==> src/rtl/adiabatic_alu_seq_if.sv <==
`default_nettype none
// ============================================================================
// Module  : adiabatic_alu_seq_if
// Brief   : Operand/result handshake bundle and phase-rail outputs for
//           adiabatic_alu_seq.
// Revision: 1.0 - initial release
// ============================================================================
interface adiabatic_alu_seq_if #(
    parameter int DATA_W = 16,
    parameter int PHASES = 8
);
    logic              in_valid;
    logic              in_ready;
    logic [DATA_W-1:0] a;
    logic [DATA_W-1:0] b;
    logic              cin;
    logic              op_sub;
    logic              out_valid;
    logic              out_ready;
    logic [DATA_W-1:0] out;
    logic              cout;
    logic              overflow;
    logic              calculation_done;
    logic              busy;
    logic [PHASES-1:0] clkp_out;
    logic [PHASES-1:0] clkn_out;
    logic [31:0]       op_count;

    modport master (
        output in_valid, a, b, cin, op_sub, out_ready,
        input  in_ready, out_valid, out, cout, overflow, calculation_done,
               busy, clkp_out, clkn_out, op_count
    );

    modport slave (
        input  in_valid, a, b, cin, op_sub, out_ready,
        output in_ready, out_valid, out, cout, overflow, calculation_done,
               busy, clkp_out, clkn_out, op_count
    );
endinterface
`default_nettype wire

==> src/rtl/adiabatic_alu_seq.sv <==
`default_nettype none
// ============================================================================
// Module  : adiabatic_alu_seq
// Brief   : Add/sub ALU with built-in Bennett phase sequencer and valid/ready
//           handshakes. Define ADIABATIC_ALU_OPCOUNT_EN to build op_count.
// Revision: 1.0 - initial release
// ============================================================================
module adiabatic_alu_seq #(
    parameter int DATA_W      = 16,
    parameter int PHASES      = 8,
    parameter int HOLD_CYCLES = 2
) (
    input  logic                clk,
    input  logic                reset,
    adiabatic_alu_seq_if.slave  bus
);
    localparam int CNT_W  = $clog2(PHASES);
    localparam int HOLD_W = (HOLD_CYCLES > 1) ? $clog2(HOLD_CYCLES) : 1;
    localparam logic [CNT_W-1:0]  c_LAST_PHASE = CNT_W'(PHASES - 1);
    localparam logic [HOLD_W-1:0] c_LAST_HOLD  =
        HOLD_W'((HOLD_CYCLES > 0) ? HOLD_CYCLES - 1 : 0);

    typedef enum logic [2:0] {
        S_IDLE      = 3'd0,
        S_RAMP_UP   = 3'd1,
        S_SETTLE    = 3'd2,
        S_DONE      = 3'd3,
        S_RAMP_DOWN = 3'd4
    } state_t;

    state_t              state_q, state_d;
    logic [CNT_W-1:0]    cnt_q, cnt_d;
    logic [HOLD_W-1:0]   hold_q, hold_d;
    logic [PHASES-1:0]   clkp_q, clkp_d;
    logic [DATA_W-1:0]   a_q, a_d, b_q, b_d;
    logic                cin_q, cin_d, sub_q, sub_d;
    logic [DATA_W-1:0]   out_q, out_d;
    logic                cout_q, cout_d, ovf_q, ovf_d;
    logic                valid_q, valid_d, done_q, done_d;

    logic [DATA_W-1:0]   w_beff;
    logic [DATA_W:0]     w_sum;
    logic                w_ovf;
    logic                w_enter_done;

    // Result is formed from the captured operands, never the live inputs.
    always_comb begin
        w_beff = sub_q ? ~b_q : b_q;
        w_sum  = {1'b0, a_q} + {1'b0, w_beff} + {{DATA_W{1'b0}}, cin_q};
        w_ovf  = (a_q[DATA_W-1] == w_beff[DATA_W-1]) &&
                 (w_sum[DATA_W-1] != a_q[DATA_W-1]);
    end

    always_comb begin
        state_d      = state_q;
        cnt_d        = cnt_q;
        hold_d       = hold_q;
        clkp_d       = clkp_q;
        a_d          = a_q;
        b_d          = b_q;
        cin_d        = cin_q;
        sub_d        = sub_q;
        out_d        = out_q;
        cout_d       = cout_q;
        ovf_d        = ovf_q;
        valid_d      = valid_q;
        done_d       = 1'b0;
        w_enter_done = 1'b0;

        case (state_q)
            S_IDLE: begin
                if (bus.in_valid) begin
                    a_d     = bus.a;
                    b_d     = bus.b;
                    cin_d   = bus.cin;
                    sub_d   = bus.op_sub;
                    clkp_d  = PHASES'(1);
                    cnt_d   = CNT_W'(1);
                    state_d = S_RAMP_UP;
                end
            end
            S_RAMP_UP: begin
                clkp_d[cnt_q] = 1'b1;
                cnt_d         = cnt_q + CNT_W'(1);
                if (cnt_q == c_LAST_PHASE) begin
                    hold_d = '0;
                    if (HOLD_CYCLES == 0) begin
                        w_enter_done = 1'b1;
                    end else begin
                        state_d = S_SETTLE;
                    end
                end
            end
            S_SETTLE: begin
                hold_d = hold_q + HOLD_W'(1);
                if (hold_q == c_LAST_HOLD) begin
                    w_enter_done = 1'b1;
                end
            end
            S_DONE: begin
                if (bus.out_ready) begin
                    valid_d              = 1'b0;
                    clkp_d[PHASES-1]     = 1'b0;
                    cnt_d                = c_LAST_PHASE - CNT_W'(1);
                    state_d              = S_RAMP_DOWN;
                end
            end
            S_RAMP_DOWN: begin
                clkp_d[cnt_q] = 1'b0;
                if (cnt_q == '0) begin
                    state_d = S_IDLE;
                end else begin
                    cnt_d = cnt_q - CNT_W'(1);
                end
            end
            default: state_d = S_IDLE;
        endcase

        if (w_enter_done) begin
            state_d = S_DONE;
            valid_d = 1'b1;
            done_d  = 1'b1;
            out_d   = w_sum[DATA_W-1:0];
            cout_d  = w_sum[DATA_W];
            ovf_d   = w_ovf;
        end
    end

    always_ff @(posedge clk) begin
        if (reset) begin
            state_q <= S_IDLE;
            cnt_q   <= '0;
            hold_q  <= '0;
            clkp_q  <= '0;
            a_q     <= '0;
            b_q     <= '0;
            cin_q   <= 1'b0;
            sub_q   <= 1'b0;
            out_q   <= '0;
            cout_q  <= 1'b0;
            ovf_q   <= 1'b0;
            valid_q <= 1'b0;
            done_q  <= 1'b0;
        end else begin
            state_q <= state_d;
            cnt_q   <= cnt_d;
            hold_q  <= hold_d;
            clkp_q  <= clkp_d;
            a_q     <= a_d;
            b_q     <= b_d;
            cin_q   <= cin_d;
            sub_q   <= sub_d;
            out_q   <= out_d;
            cout_q  <= cout_d;
            ovf_q   <= ovf_d;
            valid_q <= valid_d;
            done_q  <= done_d;
        end
    end

`ifdef ADIABATIC_ALU_OPCOUNT_EN
    logic        w_out_hs;
    logic [31:0] op_count_q, op_count_d;

    // Saturating count of consumed results.
    always_comb begin
        w_out_hs   = (state_q == S_DONE) && bus.out_ready;
        op_count_d = op_count_q;
        if (w_out_hs && (op_count_q != 32'hFFFF_FFFF)) begin
            op_count_d = op_count_q + 32'd1;
        end
    end

    always_ff @(posedge clk) begin
        if (reset) begin
            op_count_q <= '0;
        end else begin
            op_count_q <= op_count_d;
        end
    end

    assign bus.op_count = op_count_q;
`else
    assign bus.op_count = '0;
`endif

    assign bus.in_ready         = (state_q == S_IDLE);
    assign bus.busy             = (state_q != S_IDLE);
    assign bus.out_valid        = valid_q;
    assign bus.calculation_done = done_q;
    assign bus.out              = out_q;
    assign bus.cout             = cout_q;
    assign bus.overflow         = ovf_q;
    assign bus.clkp_out         = clkp_q;
    assign bus.clkn_out         = ~clkp_q;
endmodule
`default_nettype wire

==> src/flat_wrapper.sv <==
// flat-port wrapper written by rule: the top's interface ports become plain ports
module adiabatic_alu_seq_flat 
#(
    parameter int DATA_W      = 16,
    parameter int PHASES      = 8,
    parameter int HOLD_CYCLES = 2
)
  (clk, reset, bus_in_valid, bus_a, bus_b, bus_cin, bus_op_sub, bus_out_ready, bus_in_ready, bus_out_valid, bus_out, bus_cout, bus_overflow, bus_calculation_done, bus_busy, bus_clkp_out, bus_clkn_out, bus_op_count);
  adiabatic_alu_seq_if #(.DATA_W(DATA_W), .PHASES(PHASES)) bus_i ();
  input  logic clk;
  input  logic reset;
  input wire logic [$bits(bus_i.in_valid)-1:0] bus_in_valid;
  input wire logic [$bits(bus_i.a)-1:0] bus_a;
  input wire logic [$bits(bus_i.b)-1:0] bus_b;
  input wire logic [$bits(bus_i.cin)-1:0] bus_cin;
  input wire logic [$bits(bus_i.op_sub)-1:0] bus_op_sub;
  input wire logic [$bits(bus_i.out_ready)-1:0] bus_out_ready;
  output wire logic [$bits(bus_i.in_ready)-1:0] bus_in_ready;
  output wire logic [$bits(bus_i.out_valid)-1:0] bus_out_valid;
  output wire logic [$bits(bus_i.out)-1:0] bus_out;
  output wire logic [$bits(bus_i.cout)-1:0] bus_cout;
  output wire logic [$bits(bus_i.overflow)-1:0] bus_overflow;
  output wire logic [$bits(bus_i.calculation_done)-1:0] bus_calculation_done;
  output wire logic [$bits(bus_i.busy)-1:0] bus_busy;
  output wire logic [$bits(bus_i.clkp_out)-1:0] bus_clkp_out;
  output wire logic [$bits(bus_i.clkn_out)-1:0] bus_clkn_out;
  output wire logic [$bits(bus_i.op_count)-1:0] bus_op_count;
  assign bus_i.in_valid = bus_in_valid;
  assign bus_i.a = bus_a;
  assign bus_i.b = bus_b;
  assign bus_i.cin = bus_cin;
  assign bus_i.op_sub = bus_op_sub;
  assign bus_i.out_ready = bus_out_ready;
  assign bus_in_ready = bus_i.in_ready;
  assign bus_out_valid = bus_i.out_valid;
  assign bus_out = bus_i.out;
  assign bus_cout = bus_i.cout;
  assign bus_overflow = bus_i.overflow;
  assign bus_calculation_done = bus_i.calculation_done;
  assign bus_busy = bus_i.busy;
  assign bus_clkp_out = bus_i.clkp_out;
  assign bus_clkn_out = bus_i.clkn_out;
  assign bus_op_count = bus_i.op_count;
  adiabatic_alu_seq #(.DATA_W(DATA_W), .PHASES(PHASES), .HOLD_CYCLES(HOLD_CYCLES)) u_core (.clk(clk), .reset(reset), .bus(bus_i));
endmodule
==> config.mk <==
export PLATFORM = sky130hd
export DESIGN_NAME = adiabatic_alu_seq_flat
export DESIGN_NICKNAME = d
export VERILOG_FILES = /design/src/rtl/adiabatic_alu_seq_if.sv /design/src/rtl/adiabatic_alu_seq.sv /design/src/flat_wrapper.sv
export SDC_FILE = /design/constraint.sdc
export NUM_CORES = 1
export LEC_CHECK = 0
export CAP_MARGIN = 0
export CORE_UTILIZATION = 54
export CTS_BUF_LIST = sky130_fd_sc_hd__clkbuf_4 sky130_fd_sc_hd__clkbuf_8
export DETAILED_ROUTE_END_ITERATION = 12
export PLACE_DENSITY = 0.9
export SYNTH_ARGS = -nofsm -noshare
export SYNTH_HDL_FRONTEND = slang
export SYNTH_SLANG_ARGS = --single-unit
export TNS_END_PERCENT = 50
==> constraint.sdc <==
create_clock -name clk -period 5.3 [get_ports clk]
set_input_delay 1.06 -clock clk [delete_from_list [all_inputs] [get_ports clk]]
set_output_delay 1.06 -clock clk [all_outputs]
set_load 0.1 [all_outputs]
==> results.yml <==
floorplan:
  die_w_um: 87.6
  pin_count: 108
  die_area_um2: 7670
  fp-row-count: 30
  start_util: 0.570
  core_area_um2: 6940
  die_h_um: 87.6
grt:
  grt_pass1_wl_mm: 14.5
  antenna_found_initial: 0
  grt_use_total: 0.242
  grt_max_degree: 63
  grt_pass1_vias: 3199
  overflow: 0
clock_tree:
  cts_tree: "built"
  cts_made_buffers: 9
  clk_pin_slew_ns: 0.07
  cts_resized: 0
  root_buffer: "clkbuf_8"
  clock_sinks: 69
  postCtsHoldBufs: 0
  cts_setup_buffers: 0
  clock_path_buffers: 2
  htreeDepth: 3
  clk_latency_ns: 0.35
logic_synthesis:
  yosys.cell_types.count: 58
  netlist_instances: 511
  synth_ff_type: "dfxtp_1"
  synth-seq-area-share: 0.349
  synth_area_um2: 3960
  async_reset_ff_frac: 0
  syn_avg_cell_area_um2: 7.74
  synth_edf_count: 0
  yosysWarnings: 0
  ys_ff_latch: 69
final_layout:
  n_antenna_cell: 0
  layout-drive-gt1-share: 0.0522
  layout.nets: 626
  areaGrowthSynthToFinish_pct: 21.9
sta:
  tightest_slew_ns: 1.23
  rsz0062_at_grt: "false"
  min_period_ns: 3.52
  max_slew_margin: 0.182
  setup_viol: 0
  fin_skew_ns: 0.0135
  setup-tns-final_ns: 0
  slew_violations: 0
  clock.fmax_mhz: 284
  min_period_over_period: 0.665
  timing_hold_violations_final: 0
drt:
  drt_iter0_markers: 286
  vias: 3629
  routedWlPerCell_um: 13.2
  final_antenna_net_count: 0
  drt_wl_total_mm: 8.84
  drc_errors: 0
  first_pass_iters: 5
  avgViaCountPerCell: 5.41
worst_setup_path:
  required_ns: 4.24
  slowest_stage: "clkdlybuf4s50_1"
  cp_top_family: "buffers and inverters"
  crit_path_max_incr_delay_ns: 1.12
  crit_type: "flop to primary output"
  startpoint_type: "flop"
  r2r_setup_slack_ns: 2.25
  worstPathCellList: "nor3_1, inv_1, clkdlybuf4s50_1"
  r2r-start: "u_core.sub_q"
  crit_buf_inv: 2
  cp.depth: 3
  end_kind: "primary output"
  crit_fanout: 23
  worstReg2RegEnd: "u_core.bus.out[14]"
  critPathArrivalTime_ns: 2.46
  reg2regPathDepth: 10
pwr:
  power_per_cell_area_nw_per_um2: 435
  power_uw: 2100
  p_leak_uw: 0.00197
  ir_drop_mv: 0.266
hold_path:
  min_path_type: "flop to flop"
  whs_endpoint: "u_core.bus.out[5]"
  hold_depth: 2
  hold_start: "u_core.bus.out[5]"
place:
  portBuffers: 75
  dp_hpwl_mm: 6.38
  gp_congestion: 0.881
job:
  drv_cap: 0
run_status:
  status: "finished clean"
[logic make-up after synthesis]
logic type | Yosys count | synth area share
AND/OR/NAND/NOR | 179 | 0.208
adder cells (fa/ha/maj) | 18 | 0.0626
AO/OA/AOI/OAI | 142 | 0.225
buffers and inverters | 81 | 0.108
multiplexers | 1 | 0.00253
XOR/XNOR | 20 | 0.0443
other | 1 | 0.000948
flip-flops | 69 | 0.349
[per-stage QoR]
stage	cell area (µm²)	std cells	utilization	hold slack, ns	setup slack [ns]
6_report	4820	671	0.694	0.452	1.78
5_1_grt	4820	671	0.694	0.476	1.66
4_1_cts	4820	671	0.694	0.452	1.78
3_5_place_dp	4610	655	0.663	0.441	2.15
3_3_place_gp	4610	655	0.663	0.435	2.17
2_1_floorplan	4070	542	-	0.436	0.245
[routing by layer]
layer	up-vias	GRT usage	routed length (µm)
met5	-	0	0
met4	0	0.0909	147
met3	14	0.0537	465
met2	143	0.381	4030
met1	1649	0.325	4190
li1	1823	-	-
[sequential cells by signal, indices dropped and copies added, names as in the netlist]
signal                       cells
u_core.bus.clkp_out              8
u_core.hold_q                    1
u_core.cnt_q                     3
u_core.bus.out                  16
u_core.bus.overflow              1
u_core.b_q                      16
u_core.bus.calculation_done      1
u_core.cin_q                     1
u_core.bus.cout                  1
u_core.bus.out_valid             1
u_core.a_q                      16
u_core.state_q                   3
u_core.sub_q                     1
[placed cells by master (no fill, tap or decap), types with 4 or more instances in the layout]
cell type | netlist | final
nand2_1 | 93 | 93
and2_1 | 4 | 4
nor3_1 | 10 | 10
nor2b_1 | 11 | 11
clkbuf_8 | 0 | 12
a31oi_1 | 4 | 4
xor2_1 | 17 | 17
ha_1 | 15 | 15
o21ai_0 | 20 | 20
dfxtp_1 | 69 | 69
o21a_1 | 6 | 6
nand3_1 | 17 | 17
nor2_1 | 23 | 23
a211oi_1 | 9 | 9
a21o_1 | 7 | 7
a21oi_1 | 63 | 63
inv_1 | 21 | 21
clkdlybuf4s50_1 | 0 | 74
conb_1 | 1 | 32
[worst max path at each step]
stage / start / end / slack, ns
floorplan: u_core.state_q[1] / bus_busy / 0.25
CTS: u_core.state_q[1] / bus_busy / 1.78
finish: u_core.state_q[1] / bus_busy / 1.78
detailed placement: u_core.state_q[1] / bus_busy / 2.15
global placement: u_core.state_q[1] / bus_in_ready / 2.17
global route: u_core.state_q[1] / bus_busy / 1.66
[worst register-to-register path: stages (launching register included)]
cell      delay [ns]
dfxtp_1         0.31
buf_4           0.26
xnor2_1         0.17
fa_1            0.43
fa_1            0.39
nor2b_1         0.22
o211ai_1        0.16
a211oi_1        0.36
o211ai_1        0.19
or4_1           0.42
nand3_1         0.09
[synthesized netlist by cell type (2+ instances only)]
library cell,n,area share
a31oi_1,4,0.0063
a21oi_2,2,0.0044
xor2_1,17,0.038
o21ai_0,20,0.025
buf_4,32,0.061
o22ai_1,2,0.0032
or4_1,2,0.0038
a221o_1,2,0.0051
nor3_1,10,0.013
and2_1,4,0.0063
inv_1,21,0.020
ha_1,15,0.047
o2111ai_1,2,0.0044
o21a_1,6,0.011
a211oi_1,9,0.017
clkbuf_1,24,0.023
o31ai_1,2,0.0038
xnor2_1,3,0.0066
or3_1,3,0.0047
a21oi_1,63,0.080
nor4_1,3,0.0047
nor2b_1,11,0.017
and4_1,2,0.0044
a311oi_1,2,0.0044
a21o_1,7,0.013
nand2_1,93,0.088
dfxtp_1,69,0.35
o211ai_1,3,0.0057
fa_1,3,0.015
or3_2,3,0.0057
o21bai_1,2,0.0038
buf_1,3,0.0028
nand3_1,17,0.022
a22oi_1,3,0.0057
nor2_1,23,0.022
and3_1,2,0.0032
[cell type report]
cell class / instances / area (µm²)
clock buffer: 13 / 173
clock inverter: 3 / 42.5
fill: 558 / 2120
inverter: 21 / 78.8
multi-input combinational: 392 / 2260
sequential: 69 / 1380
tap: 96 / 120
timing repair buffer: 77 / 761
[report_power, final]
group	total, µW	internal [µW]	switching, µW
clock network	452	260	191
registers	662	588	74.4
logic	984	295	689
total	2100	1140	954
Power figures use the tool's default switching activity.
